`config.mk`:
```
export PLATFORM = sky130hd
export DESIGN_NAME = run_length_encode_p
export DESIGN_NICKNAME = d
export VERILOG_FILES = /design/src/rtl/rle_pkg.sv /design/src/rtl/rle_square.sv /design/src/rtl/run_length_encode_p.sv
export SDC_FILE = /design/constraint.sdc
export NUM_CORES = 1
export LEC_CHECK = 0
export CAP_MARGIN = 0
export CORE_MARGIN = 1
export CORE_UTILIZATION = 45
export DETAILED_ROUTE_END_ITERATION = 7
export PLACE_DENSITY = 0.68
export SYNTH_ARGS = -nofsm -noshare
export SYNTH_HDL_FRONTEND = slang
export SYNTH_SLANG_ARGS = --single-unit
```
`constraint.sdc`:
```
create_clock -name clk -period 5.38 [get_ports clk]
set_input_delay 0.538 -clock clk [delete_from_list [all_inputs] [get_ports clk]]
set_output_delay 0.538 -clock clk [all_outputs]
set_load 0.05 [all_outputs]
```
`src/rtl/rle_pkg.sv`:
```
// Shared definitions for the run-length encoder: FSM state encoding,
// zero-run marker word and default parameter values.
package rle_pkg;

    typedef enum logic [2:0] {
        FETCH,
        CLASSIFY,
        MARK,
        CNT,
        LIT,
        ENDCHK,
        FLUSH
    } rle_state_t;

    localparam int RLE_DEF_DATA_W      = 16;
    localparam int RLE_DEF_PIXEL_COUNT = 1600;

    // Pixel index width; covers frames up to 2^16-1 pixels.
    localparam int RLE_IDX_W = 16;

    // Word written ahead of every zero-run length.
    localparam int RLE_ZERO_MARK = 0;

    // Default longest run: all-ones in a DATA_W word.
    function automatic int rle_def_max_run(input int data_w);
        return (1 << data_w) - 1;
    endfunction

endpackage

```
`src/rtl/rle_square.sv`:
```
// Combinational squarer for the literal path: low DATA_W bits of pixel*pixel.
// Only instantiated when the encoder is built with RLE_SQUARE_EN.
module rle_square #(
    parameter int DATA_W = 16
) (
    input  logic [DATA_W-1:0] pixel,
    output logic [DATA_W-1:0] square
);

    // Product evaluated in DATA_W context keeps only the low half.
    assign square = pixel * pixel;

endmodule

```
`src/rtl/run_length_encode_p.sv`:
```
// run_length_encode_p: zero-run-length encoder for a pixel stream.
// A run of zero pixels is sent as marker word 0 followed by the run length;
// every nonzero pixel is sent as one literal word. Runs longer than MAX_RUN
// are split; a run still open at frame end is flushed with frame_done.
// Build option: define RLE_SQUARE_EN to send pixel*pixel (low DATA_W bits)
// as the literal instead of the raw pixel.
//
// state    | meaning
// ---------+---------------------------------------------------------
// FETCH    | wait for a pixel; accept it and bump the pixel index
// CLASSIFY | decide marker / run extension / run close / literal
// MARK     | write marker 0, open a run of length 1
// CNT      | write the run length, close the run
// LIT      | write the literal register
// ENDCHK   | detect frame end; flush an open run or pulse frame_done
// FLUSH    | write the trailing run length together with frame_done
module run_length_encode_p
    import rle_pkg::*;
#(
    parameter int DATA_W      = RLE_DEF_DATA_W,
    parameter int PIXEL_COUNT = RLE_DEF_PIXEL_COUNT,
    parameter int MAX_RUN     = rle_def_max_run(DATA_W)
) (
    input  logic              clk,
    input  logic              rst,
    input  logic [DATA_W-1:0] in_data,
    input  logic              in_avail,
    output logic              in_read,
    output logic [DATA_W-1:0] out_data,
    output logic              out_write,
    input  logic              out_full,
    output logic              running,
    output logic              frame_done
);

    localparam logic [DATA_W-1:0]    ZERO_WORD = DATA_W'(RLE_ZERO_MARK);
    localparam logic [DATA_W-1:0]    MAX_RUN_W = DATA_W'(MAX_RUN);
    localparam logic [RLE_IDX_W-1:0] LAST_IDX  = RLE_IDX_W'(PIXEL_COUNT);

    rle_state_t            state, state_n;
    logic [DATA_W-1:0]     pix_reg, pix_reg_n;
    logic [DATA_W-1:0]     lit_reg, lit_reg_n;
    logic                  lit_pend, lit_pend_n;
    logic                  in_run, in_run_n;
    logic [DATA_W-1:0]     run_cnt, run_cnt_n;
    logic [RLE_IDX_W-1:0]  pix_idx, pix_idx_n;
    logic [DATA_W-1:0]     run_cnt_inc;
    logic [DATA_W-1:0]     lit_value;

    assign run_cnt_inc = run_cnt + DATA_W'(1);

`ifdef RLE_SQUARE_EN
    rle_square #(
        .DATA_W (DATA_W)
    ) u_square (
        .pixel  (pix_reg),
        .square (lit_value)
    );
`else
    assign lit_value = pix_reg;
`endif

    // State and datapath registers; synchronous reset drops any open run.
    always_ff @(posedge clk) begin
        if (rst) begin
            state    <= FETCH;
            pix_reg  <= '0;
            lit_reg  <= '0;
            lit_pend <= 1'b0;
            in_run   <= 1'b0;
            run_cnt  <= '0;
            pix_idx  <= '0;
        end else begin
            state    <= state_n;
            pix_reg  <= pix_reg_n;
            lit_reg  <= lit_reg_n;
            lit_pend <= lit_pend_n;
            in_run   <= in_run_n;
            run_cnt  <= run_cnt_n;
            pix_idx  <= pix_idx_n;
        end
    end

    // Next-state, datapath next values and handshake outputs.
    // Write states only advance when the sink can accept, so every
    // register and out_data stay frozen while out_full is high.
    always_comb begin
        state_n    = state;
        pix_reg_n  = pix_reg;
        lit_reg_n  = lit_reg;
        lit_pend_n = lit_pend;
        in_run_n   = in_run;
        run_cnt_n  = run_cnt;
        pix_idx_n  = pix_idx;
        in_read    = 1'b0;
        out_write  = 1'b0;
        out_data   = '0;
        running    = 1'b1;
        frame_done = 1'b0;

        case (state)
            FETCH: begin
                running = in_avail;
                in_read = in_avail;
                if (in_avail) begin
                    pix_reg_n = in_data;
                    pix_idx_n = pix_idx + RLE_IDX_W'(1);
                    state_n   = CLASSIFY;
                end
            end

            CLASSIFY: begin
                if (pix_reg == '0) begin
                    if (!in_run) begin
                        state_n = MARK;
                    end else begin
                        // A run reaching MAX_RUN is closed at once so the
                        // counter can never pass the limit.
                        run_cnt_n = run_cnt_inc;
                        state_n   = (run_cnt_inc == MAX_RUN_W) ? CNT : ENDCHK;
                    end
                end else begin
                    lit_reg_n = lit_value;
                    if (in_run) begin
                        lit_pend_n = 1'b1;
                        state_n    = CNT;
                    end else begin
                        state_n = LIT;
                    end
                end
            end

            MARK: begin
                out_data  = ZERO_WORD;
                out_write = !out_full;
                if (!out_full) begin
                    in_run_n  = 1'b1;
                    run_cnt_n = DATA_W'(1);
                    state_n   = ENDCHK;
                end
            end

            CNT: begin
                out_data  = run_cnt;
                out_write = !out_full;
                if (!out_full) begin
                    in_run_n   = 1'b0;
                    run_cnt_n  = '0;
                    lit_pend_n = 1'b0;
                    state_n    = lit_pend ? LIT : ENDCHK;
                end
            end

            LIT: begin
                out_data  = lit_reg;
                out_write = !out_full;
                if (!out_full) begin
                    state_n = ENDCHK;
                end
            end

            ENDCHK: begin
                if (pix_idx == LAST_IDX) begin
                    pix_idx_n = '0;
                    if (in_run) begin
                        state_n = FLUSH;
                    end else begin
                        frame_done = 1'b1;
                        state_n    = FETCH;
                    end
                end else begin
                    state_n = FETCH;
                end
            end

            FLUSH: begin
                out_data  = run_cnt;
                out_write = !out_full;
                if (!out_full) begin
                    in_run_n   = 1'b0;
                    run_cnt_n  = '0;
                    frame_done = 1'b1;
                    state_n    = FETCH;
                end
            end

            default: begin
                state_n = FETCH;
            end
        endcase

        // Keep the interface quiet while reset is held.
        if (rst) begin
            in_read    = 1'b0;
            out_write  = 1'b0;
            out_data   = '0;
            frame_done = 1'b0;
            running    = 1'b1;
        end
    end

endmodule

```
==> reports/qor.txt <==
status: finished, final reports clean
cells along the critical path: nand2_1 -> nor2_1 -> a21oi_1 -> nor2_1 -> clkdlybuf4s50_1
DRT antenna net count: 0
CTS root buffer: clkbuf_8
endpoint of the worst register-to-register path: run_cnt[0]
ANT cells: 0
Inst Count DP: 617
vias per inst: 5.75
pins over their slew limit: 0
min-delay worst type: flop to flop
Hold Startpoint: lit_reg[5]
first-pass GRT wire length: 15300 um
layout cell share with drive strength beyond 1: 7.95%
drt total wl: 8960 um
Period minus WS final: 3.72 ns
gpl congestion: 0.853
num rows: 33
first drt pass iteration count: 5
Critical Path Fanout Max: 19
grt total ovfl: 0
# IOs: 40
vias in the first global route: 3234
Hold Fails Final Rpt: 0
clock skew: 0.0112 ns
DR iter-0 viols: 184
Post-CTS Setup Inserts: 0
Rel. slew slack: 27.1%
IO Port Bufs: 39
initial core utilization: 47.2%
CP peak stage delay: 0.84 ns
initial antenna violation count: 0
unrepaired setup endpoints after global routing: false
CP endpoint kind: output port
# fillers: 835
part of the Yosys area used for sequential elements: 35.1%
Crit Path Class: flop to output port
yosys warns: 0
cell with the largest stage delay on the worst path: nor2_1
Tcrit/Tclk final: 69.1%
Worst Hold Depth: 2
die height: 95.5 um
CTS Hold Bufs: 0
post-cts sizing count: 0
power density cells: 279 nW/um^2
routed len/inst: 14.1 um
maximum level of the CTS H-tree: 3
clk sink count: 69
vias: 3638
die area: 9130 sq um
total CTS buffers: 9
Clock transition at path regs: 0.08 ns
startpoint types: flop
flops & latches, synth: 69
Worst EP arrival: 3.18 ns
Peak supply drop: 177 uV
Netlist Area Pre-Place: 3940 sq um
Hold Path End: lit_reg[5]
cells after synthesis: 513
most used cell along the critical path: nor2_1
largest net degree at the start of global routing: 52
TNS Setup: 0 ns
DRC Markers: 0
average cell area after synthesis: 7.68 sq um
nets: 547
Finished Layout Cells: 633
Layout area overhead: 13.9%
setup violators final: 0
Pwr Total: 1.25 mW
Max Root-Sink Buffers: 2
Fmax: 269 MHz
core area: 8340 sq um
r2r startpoint: lit_value[8]
hpwl dp: 6370 um
slew of the pin with the lowest slew margin: 1.09 ns
clock latency on the worst-skew pair: 0.33 ns
R2R setup slack: 2.47 ns
R2R depth: 6
library cells used by synthesis: 61
Required @ worst endpoint: 4.84 ns
Die Width: 95.5 um
TritonCTS clock tree: built
syn nets: 537
P_leak: 1.39 nW
gr usage total: 21.3%
Max-Cap Viols: 0
## final cells by class
class	count	area, sq um	share of cell area, %
repair buffers	41	400	8.92
clock inverters	6	95.1	2.12
inverters	6	22.5	0.502
clock buffers	10	128	2.84
flip-flops and latches	69	1380	30.8
well taps	105	131	2.93
multi-input cells	396	2330	51.9
## synthesized netlist by cell type (all sizes together)
library cell,count,area share (%)
xnor2,8,1.8
clkbuf,20,1.9
o31a,1,0.22
a221oi,1,0.22
clkinv,1,0.095
nand2b,3,0.48
nand3,31,4.2
or3,1,0.16
or2,2,0.32
inv,5,0.48
nor2b,3,0.48
a22oi,1,0.19
nor2,77,7.3
o211ai,2,0.38
and2,6,1.1
and3,2,0.35
nor4b,5,1.4
a2bb2oi,1,0.22
a211oi,9,1.8
or4b,1,0.25
a31oi,2,0.32
a41oi,3,0.67
nand4,12,2.1
ha,4,1.3
dfxtp,69,35
nand2,68,6.5
a21oi,78,10
a2111oi,2,0.64
nor3b,2,0.51
mux2i,16,4.1
nor4,7,3.0
and4,3,0.67
a32oi,1,0.22
nor3,10,1.7
buf,22,3.5
o21ai,12,1.5
nand4b,4,0.89
o221ai,1,0.22
a211o,1,0.22
nand3b,2,0.38
o31ai,2,0.51
xor2,9,2.0
o21a,3,0.57
## cells in the final DEF (no fill, tap or decap), types with 3 or more instances in the layout
cell type        count
nor4_4               4
o21a_1               3
inv_1                5
dfxtp_1             69
a211oi_1             8
nand2b_1             3
nor4b_1              3
clkbuf_8             9
nor3_1               8
a41oi_1              3
and2_1               4
nand3_1             29
nor2_1              77
xnor2_1              8
a21oi_1             76
nor2b_1              3
mux2i_1             16
o21ai_1              6
o21ai_0              6
nand2_1             68
ha_1                 4
and4_1               3
nand4_1             11
nand4b_1             4
xor2_1               9
clkdlybuf4s50_1     38
## metal layers
metal,wire length (um),global-route usage [%]
met5,0,0
met4,89,6.72
met3,374,2.71
met2,4120,33.8
met1,4370,30.0
## power by group
group	total, mW	internal, mW	switching [mW]
combinational	0.201	0.0756	0.126
sequential	0.573	0.536	0.0376
clock	0.477	0.266	0.210
total	1.25	0.878	0.373
## through the flow
stage | hold slack, ns | worst slack (ns) | instance area (sq um) | util (%)
CTS | 0.462 | 1.63 | 4490 | 53.8
detailed placement | 0.451 | 2.00 | 4260 | 51.1
finish | 0.460 | 1.66 | 4490 | 53.8
global placement | 0.448 | 2.06 | 4260 | 51.1
floorplan | 0.436 | 2.69 | 3940 | -
global route | 0.477 | 1.32 | 4490 | 53.8
## cells by family (layout without fill, tap and decap cells)
kind of cell    count (synthesis)  after routing  share of synthesized area (%)
fa+ha+maj                       4              4                           1.27
simple gates                  239            239                           31.7
flops                          69             69                           35.1
compound gates                120            120                           18.1
mux                            16             16                           4.07
xor+xnor                       17             17                           3.78
buf+inv                        48             63                           6.01
## critical path: cells and delay by family (launching register included)
family	cells	cell delay, ns
flops	1	0.73
simple gates	3	1.12
compound gates	1	0.16
buf+inv	1	0.82
## how the worst max path moves through the flow
stage	end	depth (start not counted)	slack, ns	startpoint
floorplan	out_write	3	2.69	rst
global placement	out_data[6]	5	2.06	state[1]
detailed placement	out_data[12]	5	2.00	state[1]
CTS	out_data[12]	5	1.63	state[1]
global route	out_data[9]	5	1.32	state[1]
finish	out_data[12]	5	1.66	state[1]
Note: power is estimated with default switching activity, not from simulation.
